**config.mk**
```make
export PLATFORM = sky130hd
export DESIGN_NAME = mac_accumulator
export DESIGN_NICKNAME = d
export VERILOG_FILES = /design/src/rtl/nar_pkg.sv /design/src/rtl/mac_sat_round.sv /design/src/rtl/mac_accumulator.sv
export SDC_FILE = /design/constraint.sdc
export NUM_CORES = 1
export LEC_CHECK = 0
export BUFFER_PORTS_ARGS = -buffer_cell sky130_fd_sc_hd__buf_2
export CORE_UTILIZATION = 25
export DETAILED_ROUTE_END_ITERATION = 7
export GPL_ROUTABILITY_DRIVEN = 0
export HOLD_SLACK_MARGIN = 0.06
export SLEW_MARGIN = 20
export SYNTH_ARGS = -nofsm -noshare
export SYNTH_HDL_FRONTEND = slang
export SYNTH_HIERARCHICAL = 1
export SYNTH_SLANG_ARGS = --single-unit
```
**constraint.sdc**
```tcl
create_clock -name clk -period 10.8 [get_ports clk]
set_clock_uncertainty 0.15 [all_clocks]
set_input_delay 0.54 -clock clk [delete_from_list [all_inputs] [get_ports clk]]
set_output_delay 0.54 -clock clk [all_outputs]
set_load 0.02 [all_outputs]
```
**src/rtl/nar_pkg.sv**
```systemverilog
// Shared NAR-Net datapath definitions: control states, default widths, saturation bounds.
// Latency: none (types, constants and constant functions only).
// Backpressure: not applicable.
package nar_pkg;

   // Control states shared by the streaming datapath blocks
   typedef enum logic [1:0] {
      IDLE  = 2'd0,
      ACCUM = 2'd1,
      DONE  = 2'd2
   } state_t;

   // Default operand, accumulator and output widths
   localparam int DATA_W = 8;
   localparam int ACC_W  = 24;
   localparam int OUT_W  = 8;

   // Largest value of a w-bit two's complement number, widened to 64 bits
   function automatic logic signed [63:0] sat_hi(input int w);
      return (64'sd1 <<< (w - 1)) - 64'sd1;
   endfunction

   // Smallest value of a w-bit two's complement number, widened to 64 bits
   function automatic logic signed [63:0] sat_lo(input int w);
      return -(64'sd1 <<< (w - 1));
   endfunction

endpackage

```
**src/rtl/mac_sat_round.sv**
```systemverilog
// Requantiser: round-half-up arithmetic shift of the accumulator, then clamp to OUT_W.
// Latency: combinational.
// Backpressure: none; pure function of acc.
module mac_sat_round
   import nar_pkg::*;
#(
   parameter int ACC_W      = 24,
   parameter int OUT_W      = 8,
   parameter int FRAC_SHIFT = 4
) (
   input  logic signed [ACC_W-1:0] acc,
   output logic signed [OUT_W-1:0] q
);

   localparam logic signed [63:0] Q_HI = sat_hi(OUT_W);
   localparam logic signed [63:0] Q_LO = sat_lo(OUT_W);

   // One guard bit so adding the rounding half can never wrap
   logic signed [ACC_W:0] ext;
   logic signed [ACC_W:0] shifted;
   logic signed [63:0]    wide;

   assign ext = {acc[ACC_W-1], acc};

   generate
      if (FRAC_SHIFT > 0) begin : g_round
         localparam logic signed [ACC_W:0] HALF = {{ACC_W{1'b0}}, 1'b1} << (FRAC_SHIFT - 1);
         logic signed [ACC_W:0] biased;
         assign biased  = ext + HALF;
         assign shifted = biased >>> FRAC_SHIFT;
      end else begin : g_no_round
         assign shifted = ext;
      end
   endgenerate

   assign wide = {{(63 - ACC_W){shifted[ACC_W]}}, shifted};

   // Clamp the shifted value into the signed output range
   always_comb begin
      q = wide[OUT_W-1:0];
      if (wide > Q_HI) begin
         q = Q_HI[OUT_W-1:0];
      end else if (wide < Q_LO) begin
         q = Q_LO[OUT_W-1:0];
      end
   end

endmodule

```
**src/rtl/mac_accumulator.sv**
```systemverilog
// Signed multiply-accumulate of len operand pairs with saturating accumulator and requantised result.
// Latency: one term per cycle; out_valid rises the edge after the last accepted pair (1 cycle for len==0).
// Backpressure: in_ready only in ACCUM; result held stable in DONE until out_ready.
module mac_accumulator
   import nar_pkg::*;
#(
   parameter int DATA_W     = nar_pkg::DATA_W,
   parameter int ACC_W      = nar_pkg::ACC_W,
   parameter int LEN_W      = 8,
   parameter int OUT_W      = nar_pkg::OUT_W,
   parameter int FRAC_SHIFT = 4
) (
   input  logic                     clk,
   input  logic                     rst,
   input  logic                     start,
   input  logic        [LEN_W-1:0]  len,
   input  logic                     in_valid,
   output logic                     in_ready,
   input  logic signed [DATA_W-1:0] a,
   input  logic signed [DATA_W-1:0] b,
   output logic                     out_valid,
   input  logic                     out_ready,
   output logic signed [OUT_W-1:0]  out_data,
   output logic signed [ACC_W-1:0]  acc_raw,
   output logic                     overflow
);

   localparam int PROD_W = 2 * DATA_W;
   localparam logic signed [ACC_W-1:0] ACC_MAX = ACC_W'(sat_hi(ACC_W));
   localparam logic signed [ACC_W-1:0] ACC_MIN = ACC_W'(sat_lo(ACC_W));

   state_t                   state;
   logic signed [ACC_W-1:0]  acc;
   logic        [LEN_W-1:0]  count;
   logic                     ovf_q;

   logic signed [PROD_W-1:0] prod;
   logic signed [ACC_W:0]    sum;
   logic                     sum_ovf;
   logic signed [ACC_W-1:0]  acc_next;
   logic signed [OUT_W-1:0]  rq_next;
   logic                     take;

   assign take = in_valid && in_ready;

   // Full-precision product, then add with one guard bit to catch wrap
   assign prod = a * b;
   assign sum  = {acc[ACC_W-1], acc} + {{(ACC_W + 1 - PROD_W){prod[PROD_W-1]}}, prod};

   // The guard bit disagreeing with the accumulator sign bit means the add left the ACC_W range
   always_comb begin
      sum_ovf  = sum[ACC_W] ^ sum[ACC_W-1];
      acc_next = sum[ACC_W-1:0];
      if (sum_ovf) begin
         acc_next = sum[ACC_W] ? ACC_MIN : ACC_MAX;
      end
   end

   // Requantise the value the accumulator is about to hold so out_data lands with out_valid
   mac_sat_round #(
      .ACC_W      (ACC_W),
      .OUT_W      (OUT_W),
      .FRAC_SHIFT (FRAC_SHIFT)
   ) u_sat_round (
      .acc (acc_next),
      .q   (rq_next)
   );

   assign acc_raw  = acc;
   assign overflow = ovf_q;

   // Control FSM with registered handshake outputs and result
   always_ff @(posedge clk or posedge rst) begin
      if (rst) begin
         state     <= IDLE;
         acc       <= '0;
         count     <= '0;
         ovf_q     <= 1'b0;
         in_ready  <= 1'b0;
         out_valid <= 1'b0;
         out_data  <= '0;
      end else begin
         case (state)
            IDLE: begin
               if (start) begin
                  acc   <= '0;
                  ovf_q <= 1'b0;
                  if (len != '0) begin
                     count    <= len;
                     in_ready <= 1'b1;
                     state    <= ACCUM;
                  end else begin
                     // Empty dot product: the result is zero, and zero requantises to zero
                     out_data  <= '0;
                     out_valid <= 1'b1;
                     state     <= DONE;
                  end
               end
            end
            ACCUM: begin
               if (take) begin
                  acc   <= acc_next;
                  count <= count - 1'b1;
                  if (sum_ovf) begin
                     ovf_q <= 1'b1;
                  end
                  if (count == LEN_W'(1)) begin
                     in_ready  <= 1'b0;
                     out_valid <= 1'b1;
                     out_data  <= rq_next;
                     state     <= DONE;
                  end
               end
            end
            DONE: begin
               if (out_ready) begin
                  out_valid <= 1'b0;
                  state     <= IDLE;
               end
            end
            default: begin
               in_ready  <= 1'b0;
               out_valid <= 1'b0;
               state     <= IDLE;
            end
         endcase
      end
   end

endmodule

```
==> results of run 1 <==
-- metrics by stage --
step	setup WS, ns	std cells	hold WS, ns	util, %	area, sq um
2_1_floorplan	2.871	726	0.3226	-	7161
3_3_place_gp	1.929	1152	0.3281	28.11	7875
4_1_cts	1.970	1160	0.3409	28.73	8048
6_report	1.992	1160	0.2355	28.74	8050
3_5_place_dp	1.696	1152	0.3262	28.11	7875
5_1_grt	1.304	1160	0.3080	28.74	8050
-- cells in the final DEF, fill, tap and decap left out, types with 11 or more instances in the layout --
cell type  count
fa_1         108
inv_1        105
buf_2         63
ha_1          59
nand2_1       48
dfrtp_1       45
and2_1        35
nor2_1        33
a21oi_1       33
o21ai_0       28
xnor2_1       19
a221o_1       18
nor3_1        13
maj3_1        13
xor2_1        12
nand3_1       12
o21a_1        11
a22o_1        11
-- metal layers --
metal,GRT usage [%],vias up
li1,-,2578
met2,21.65,102
met4,0.8540,0
met3,1.818,4
met1,17.53,2682
met5,0,-
-- worst register-to-register path, stage by stage (launching register included) --
cell,delay [ns]
dfrtp_1,0.41
inv_1,0.08
fa_1,0.53
inv_1,0.05
fa_1,0.50
inv_1,0.05
fa_1,0.48
inv_1,0.06
fa_1,0.42
fa_1,0.45
ha_1,0.36
o211ai_1,0.11
o21ai_2,0.21
o2111ai_2,0.17
a31oi_4,0.26
a31oi_4,0.15
xnor2_4,0.50
inv_4,0.15
nor2_2,0.25
o21a_1,0.24
ha_1,0.25
nand3_1,0.37
or4b_1,0.61
a211oi_2,0.22
o22ai_1,0.16
o31ai_4,0.28
a21oi_1,0.11
a22o_1,0.21
-- flip-flops by register name, summed over array words and instances, names as in the netlist --
register / cells
state: 2
out_data: 8
count: 8
in_ready: 1
overflow: 1
out_valid: 1
acc_raw: 24
-- worst paths after layout --
kind | cells after the start | from | slack, ns | endpoint
setup / recovery | 27 | b[0] | 1.99 | out_data[0]
hold / removal | 2 | rst | 0.24 | acc_raw[11]
setup reg to reg | 27 | acc_raw[6] | 2.87 | out_data[0]
hold reg to reg | 1 | out_valid | 0.33 | out_valid
max in group asynchronous | 2 | rst | 9.77 | count[1]
min in group clk | 1 | out_valid | 0.33 | out_valid
-- final cells by class --
class                      count  area, sq um  area share (%)
clock buffer                   7        142.6           1.772
clock inverter                 1        30.03          0.3730
inverter                     108        409.1           5.082
multi-input combinational    557         5547           68.90
sequential                    45         1126           13.99
tap                          378        473.0           5.875
timing repair buffer          64        322.8           4.010
==> results.json, run 1 <==
{
  "end_kind": "flop",
  "top_layer_used": "met4",
  "clockBufferDepth": 2,
  "clk_pin_slew_ns": 0.07,
  "clockRootBuffer": "clkbuf_16",
  "min_path_type": "in2async",
  "drc_errors": 0,
  "synth_warnings": 6,
  "cts_tree": "built",
  "drive_above_1_share_pct": 13.17,
  "die_x_um": 171.2,
  "vias_per_cell": 4.626,
  "fin_crit_sh_pct": 81.56,
  "period_minus_slack_ns": 8.808,
  "num_vias": 5366,
  "tightestPinTransition_ns": 0.9630,
  "io_pins": 64,
  "critical-path-top-delay-family": "adder cells",
  "setup.worst_path.start_class": "input port",
  "htree_levels": 2,
  "drt_wl_total_mm": 17.22,
  "avgRoutedWirePerCell_um": 14.85,
  "cts_setup_buffers": 0,
  "antenna_cells": 0,
  "slew_headroom_pct": 35.67,
  "std_cell_rows": 61,
  "fillers": 2986,
  "hold_violations": 0,
  "slew_viol_final": 0,
  "grt_pass1_wl_mm": 29.61,
  "worstPathRequired_ns": 10.82,
  "synth.avg_cell_area_sq_um": 9.863,
  "coreArea_sq_mm": 0.02801,
  "syn2layout_area_growth_pct": 12.42,
  "fp.dieH_um": 171.2,
  "crit_top_cell": "fa_1",
  "nets": 977,
  "port_buffers": 63,
  "first_iter_violations": 256,
  "rsz0062_at_grt": "false",
  "clk-insertion-delay-late_ns": 0.29,
  "drtPass1Iterations": 5,
  "setup_viol": 0,
  "setup_tns_ns": 0,
  "dr_wl_met3_um": 722,
  "place_hpwl_mm": 14.40,
  "cts.sinks": 45,
  "critical_path_buf_inv_count": 4,
  "arrival_ns": 8.83,
  "outcome": "finished clean",
  "wl_met1_mm": 8.111,
  "overflow": 0,
  "path_class": "in2reg",
  "cts_buffers": 5,
  "cp_slowest_cell": "and2_1",
  "dieArea_sq_mm": 0.02932,
  "clock.fmax_mhz": 113.5,
  "synth_area_sq_mm": 0.007161,
  "grt_start_max_net_pins": 46,
  "hold_buffers": 0,
  "syn-num-nets": 922,
  "worstPathMaxFanout": 19,
  "synthCells": 726,
  "grt_use_total_pct": 12.65,
  "start_util_pct": 25.56,
  "route.met2.wl_mm": 8.329,
  "max-cap-violations": 0,
  "grt_pass1_vias": 5623,
  "cts_resized": 0,
  "max_stage_delay_ns": 0.78,
  "antenna_left": 0,
  "antenna_found_initial": 0
}
Power of run 1 is not shown: default switching activity piles up to over one toggle a cycle in this logic, so the estimate is an artifact.
==> inputs of run 2 (changes only) <==
==> constraint.sdc (replaced) <==
create_clock -name clk -period 7.21 [get_ports clk]
set_clock_uncertainty 0.15 [all_clocks]
set_input_delay 0.3605 -clock clk [delete_from_list [all_inputs] [get_ports clk]]
set_output_delay 0.3605 -clock clk [all_outputs]
set_load 0.02 [all_outputs]
==> run 2 against run 1 <==
Worst setup slack lost 1.8 ns. First-iteration DRC count up 12%. Clock-buffer cell count decreased by 1. Hold slack got worse by 0.17 ns. Wire length is 7.0% higher. Cell area rose by 12%. Non-clock buffer count is 103 higher. Cell count up 8.9%. Critical path type unchanged. Critical endpoint is now out_data[3]. Highest routed layer unchanged.
==> results.json, run 2 (synthesis gave the netlist of run 1 again) <==
{
  "end_kind": "flop",
  "timing.rr.start": "acc_raw[6]",
  "dpl_cell_area_sq_mm": 0.008553,
  "start_util_pct": 25.56,
  "tightestPinTransition_ns": 0.9360,
  "top_layer_used": "met4",
  "arrival_ns": 7.05,
  "htree_levels": 2,
  "antenna_cells": 0,
  "fillers": 2895,
  "slew_headroom_pct": 37.47,
  "path_class": "in2reg",
  "cp_slowest_cell": "fa_1",
  "slew_viol_final": 0,
  "first_iter_violations": 287,
  "utilization_pct": 32.31,
  "critical_path_buf_inv_count": 5,
  "fp.dieH_um": 171.2,
  "clk_pin_slew_ns": 0.06,
  "dr_wl_met3_um": 610,
  "worstPathMaxFanout": 5,
  "period_minus_slack_ns": 7.019,
  "design_area_sq_mm": 0.009050,
  "drtPass1Iterations": 4,
  "wl_met1_mm": 8.758,
  "grt_pass1_vias": 5901,
  "cts_tree": "built",
  "cts.sinks": 45,
  "register_area_sq_mm": 0.001126,
  "critical_path.startpoint": "b[4]",
  "largest_reg_flops": 24,
  "pre_cts_ws_ns": -0.1615,
  "worstPathRequired_ns": 7.24,
  "drt_wl_total_mm": 18.42,
  "die_x_um": 171.2,
  "outcome": "finished clean",
  "nets": 1080,
  "hold_violations": 0,
  "clk-insertion-delay-late_ns": 0.29,
  "overflow": 0,
  "crit_top_cell": "fa_1",
  "avgRoutedWirePerCell_um": 14.59,
  "setup_tns_ns": 0,
  "max-cap-violations": 0,
  "final_common_cell": "fa_1",
  "cts_buffers": 5,
  "setup.worst_path.start_class": "input port",
  "port_buffers": 63,
  "vias_per_cell": 4.569,
  "min_path_type": "in2async",
  "most-common-layout-cells": "fa_1 (104), inv_1 (101), buf_4 (96)",
  "setup_ws_ns": 0.1905,
  "grt_use_total_pct": 13.20,
  "multiInputGateArea_sq_mm": 0.005746,
  "max_stage_delay_ns": 0.56,
  "setup_viol": 0,
  "place_hpwl_mm": 15.24,
  "num_vias": 5771,
  "hold_buffers": 0,
  "clockBufferDepth": 2,
  "clockRootBuffer": "clkbuf_16",
  "drc_errors": 0,
  "antenna_left": 0,
  "io_pins": 64,
  "dieArea_sq_mm": 0.02932,
  "grt_pass1_wl_mm": 30.71,
  "grt_start_max_net_pins": 46,
  "fin_crit_sh_pct": 97.36,
  "syn2layout_area_growth_pct": 26.38,
  "clock.fmax_mhz": 142.5,
  "std_cell_rows": 61,
  "drive_above_1_share_pct": 26.78,
  "antenna_found_initial": 0,
  "critical-path-top-delay-family": "adder cells",
  "coreArea_sq_mm": 0.02801,
  "route.met2.wl_mm": 8.969
}
==> run 2: cell types whose count changed in the layout (fill, tap and decap cells not counted), sizes merged <==
cell	previous run	this run
bufinv	1	0
buf	64	166
clkinv	2	4
==> run 2: final timing paths <==
path | end | slack [ns] | cells past startpoint
min reg2reg | out_valid | 0.34 | 1
max | out_data[3] | 0.19 | 28
max in group asynchronous | acc_raw[21] | 6.34 | 2
min | out_data[3] | 0.07 | 2
min in group clk | state[1] | 0.16 | 4
max reg2reg | out_data[3] | 0.23 | 28
==> run 2: cell type report <==
cell class	instances	area share (%)
Tap cell	378	5.226
Clock inverter	2	0.1106
Multi-Input combinational cell	557	63.49
Sequential cell	45	12.44
Clock buffer	6	1.424
Inverter	108	4.549
Timing Repair Buffer	167	12.76
==> run 2: per-stage QoR <==
step,instances,hold slack [ns]
6_report,1263,0.06996
5_1_grt,1263,0.1439
4_1_cts,1246,0.1591
3_5_place_dp,1238,0.3339
3_3_place_gp,1238,0.3302
2_1_floorplan,726,0.3226
==> run 2: timing repair <==
item	in CTS	in global routing
endpoints found under the setup margin	5	7
gates cloned	0	0
buffers inserted	0	17
pin swaps	5	43
resized for setup	2	49
==> run 2: routing by layer <==
| metal | up-vias | global-route usage (%) |
|---|---|---|
| met5 | - | 0 |
| met4 | 0 | 0.9317 |
| met3 | 9 | 1.634 |
| met2 | 88 | 22.30 |
| met1 | 2893 | 18.69 |
| li1 | 2781 | - |
Power of run 2 is left out for the same reason.
==> inputs of run 3 (changes only) <==
--- a/config.mk
+++ b/config.mk
@@ -10,6 +10,7 @@
 export DETAILED_ROUTE_END_ITERATION = 7
 export GPL_ROUTABILITY_DRIVEN = 0
 export HOLD_SLACK_MARGIN = 0.06
+export SETUP_SLACK_MARGIN = 0.05
 export SLEW_MARGIN = 20
 export SYNTH_ARGS = -nofsm -noshare
 export SYNTH_HDL_FRONTEND = slang
==> constraint.sdc (replaced) <==
create_clock -name clk -period 5.7 [get_ports clk]
set_clock_uncertainty 0.15 [all_clocks]
set_input_delay 0.285 -clock clk [delete_from_list [all_inputs] [get_ports clk]]
set_output_delay 0.285 -clock clk [all_outputs]
set_load 0.02 [all_outputs]
==> run 3 against run 2 <==
The run now ends with setup timing left. Via count grew 5.1%. Global-route usage grew 0.97 points. Clock-buffer cell count grew 1. Hold slack gained 0.020 ns. Die area is the same. Flip-flop and latch count is the same. First-iteration DRC count shrank 22%. Register-to-register slack lost 1.3 ns. Critical path depth shrank 2. Critical endpoint is now out_data[0]. Highest routed layer unchanged.
==> results.json, run 3 (synthesis gave the netlist of run 1 again) <==
{
  "outcome": "finished, violations left",
  "violations": "setup timing",
  "setup.worst_path.start_class": "flop",
  "rsz0062_at_grt": "true",
  "antenna_found_initial": 0,
  "std_cell_rows": 61,
  "period_minus_slack_ns": 6.777,
  "grt_use_total_pct": 14.17,
  "clk_pin_slew_ns": 0.07,
  "grt_start_max_net_pins": 46,
  "max-cap-violations": 0,
  "antenna_cells": 0,
  "slew_viol_final": 0,
  "first_iter_violations": 224,
  "clock.fmax_mhz": 147.6,
  "drtPass1Iterations": 4,
  "instances_no_fill": 1341,
  "path_class": "reg2reg",
  "worstPathMaxFanout": 5,
  "dp.cells": 1309,
  "grt_pass1_vias": 6548,
  "io_pins": 64,
  "drt_wl_total_mm": 19.16,
  "drive_above_1_share_pct": 36.76,
  "clk-insertion-delay-late_ns": 0.30,
  "dieArea_sq_mm": 0.02932,
  "fp.dieH_um": 171.2,
  "final_common_cell": "buf_4",
  "slew_headroom_pct": 35.57,
  "reg2reg_depth": 26,
  "vias_per_cell": 4.523,
  "holdPathStages": 3,
  "syn2layout_area_growth_pct": 38.67,
  "fin_crit_sh_pct": 118.9,
  "drc_errors": 0,
  "clockBufferDepth": 2,
  "min_path_type": "in2reg",
  "hold_violations": 0,
  "place_hpwl_mm": 15.96,
  "grt_pass1_wl_mm": 33.06,
  "worstPathRequired_ns": 5.74,
  "tightestPinTransition_ns": 0.9644,
  "cts.sinks": 45,
  "start_util_pct": 25.56,
  "antenna_left": 0,
  "most-common-layout-cells": "buf_4 (173), fa_1 (103), inv_1 (95)",
  "whs_ns": 0.09008,
  "setup_viol": 8,
  "avgRoutedWirePerCell_um": 14.29,
  "htree_levels": 2,
  "setup_ws_ns": -1.077,
  "overflow": 0,
  "arrival_ns": 6.81,
  "cts_buffers": 5,
  "port_buffers": 63,
  "coreArea_sq_mm": 0.02801,
  "clockRootBuffer": "clkbuf_16",
  "largest_reg_flops": 24,
  "num_vias": 6066,
  "setup_tns_ns": -7.980,
  "end_kind": "flop",
  "nets": 1158,
  "die_x_um": 171.2,
  "cts_tree": "built",
  "pre_cts_ws_ns": -1.576
}
## run 3: per-layer routing
metal	global-route usage, %	wire length [um]
met5	0	0
met4	1.398	44
met3	1.933	660
met2	24.58	9354
met1	19.28	9100
## run 3: critical path: stages (launching register included)
cell and delay [ns]:
dfrtp_2 0.36, inv_2 0.04, fa_1 0.50, inv_2 0.04, fa_1 0.48, inv_1 0.05
fa_2 0.52, inv_2 0.04, fa_2 0.33, fa_1 0.56, ha_4 0.22, o211ai_1 0.19
o21ai_2 0.11, o2111ai_2 0.26, a31oi_4 0.14, buf_4 0.15, buf_4 0.13, a311o_1 0.29
a211oi_2 0.20, xnor2_1 0.12, maj3_2 0.34, or3_1 0.38, a31oi_1 0.14, and3b_2 0.26
o31ai_4 0.34, a21oi_1 0.11, a22o_1 0.20
## run 3: final timing paths
| kind | slack (ns) | startpoint | end |
|---|---|---|---|
| max | -1.08 | acc_raw[6] | out_data[0] |
| min | 0.09 | len[0] | count[0] |
| max reg2reg | -1.08 | acc_raw[6] | out_data[0] |
| min reg2reg | 0.34 | out_valid | out_valid |
| max in group asynchronous | 4.33 | rst | acc_raw[6] |
| min in group asynchronous | 0.53 | rst | out_data[5] |
## run 3: timing repair
item / in CTS / in global routing
pin swaps: 63 / 22
hold buffers: 0 / 1
endpoints found under the setup margin: 29 / 29
resized for setup: 60 / 25
buffers inserted: 19 / 4
endpoints found under the hold margin: 0 / 3
## run 3: final cells by class
type / count / area, sq um
clock buffer: 7 / 152.6
clock inverter: 1 / 5.005
fill: 2849 / 18080
inverter: 108 / 417.9
multi-input combinational: 557 / 5952
sequential: 45 / 1127
tap: 378 / 473.0
timing repair buffer: 245 / 1802
## run 3: per-stage QoR
step                utilization (%)  cell area (sq um)
global route                  35.45               9930
floorplan                         -               7241
global placement              32.75               9173
CTS                           34.87               9768
detailed placement            32.75               9173
finish                        35.45               9930
Power of run 3 is left out for the same reason.
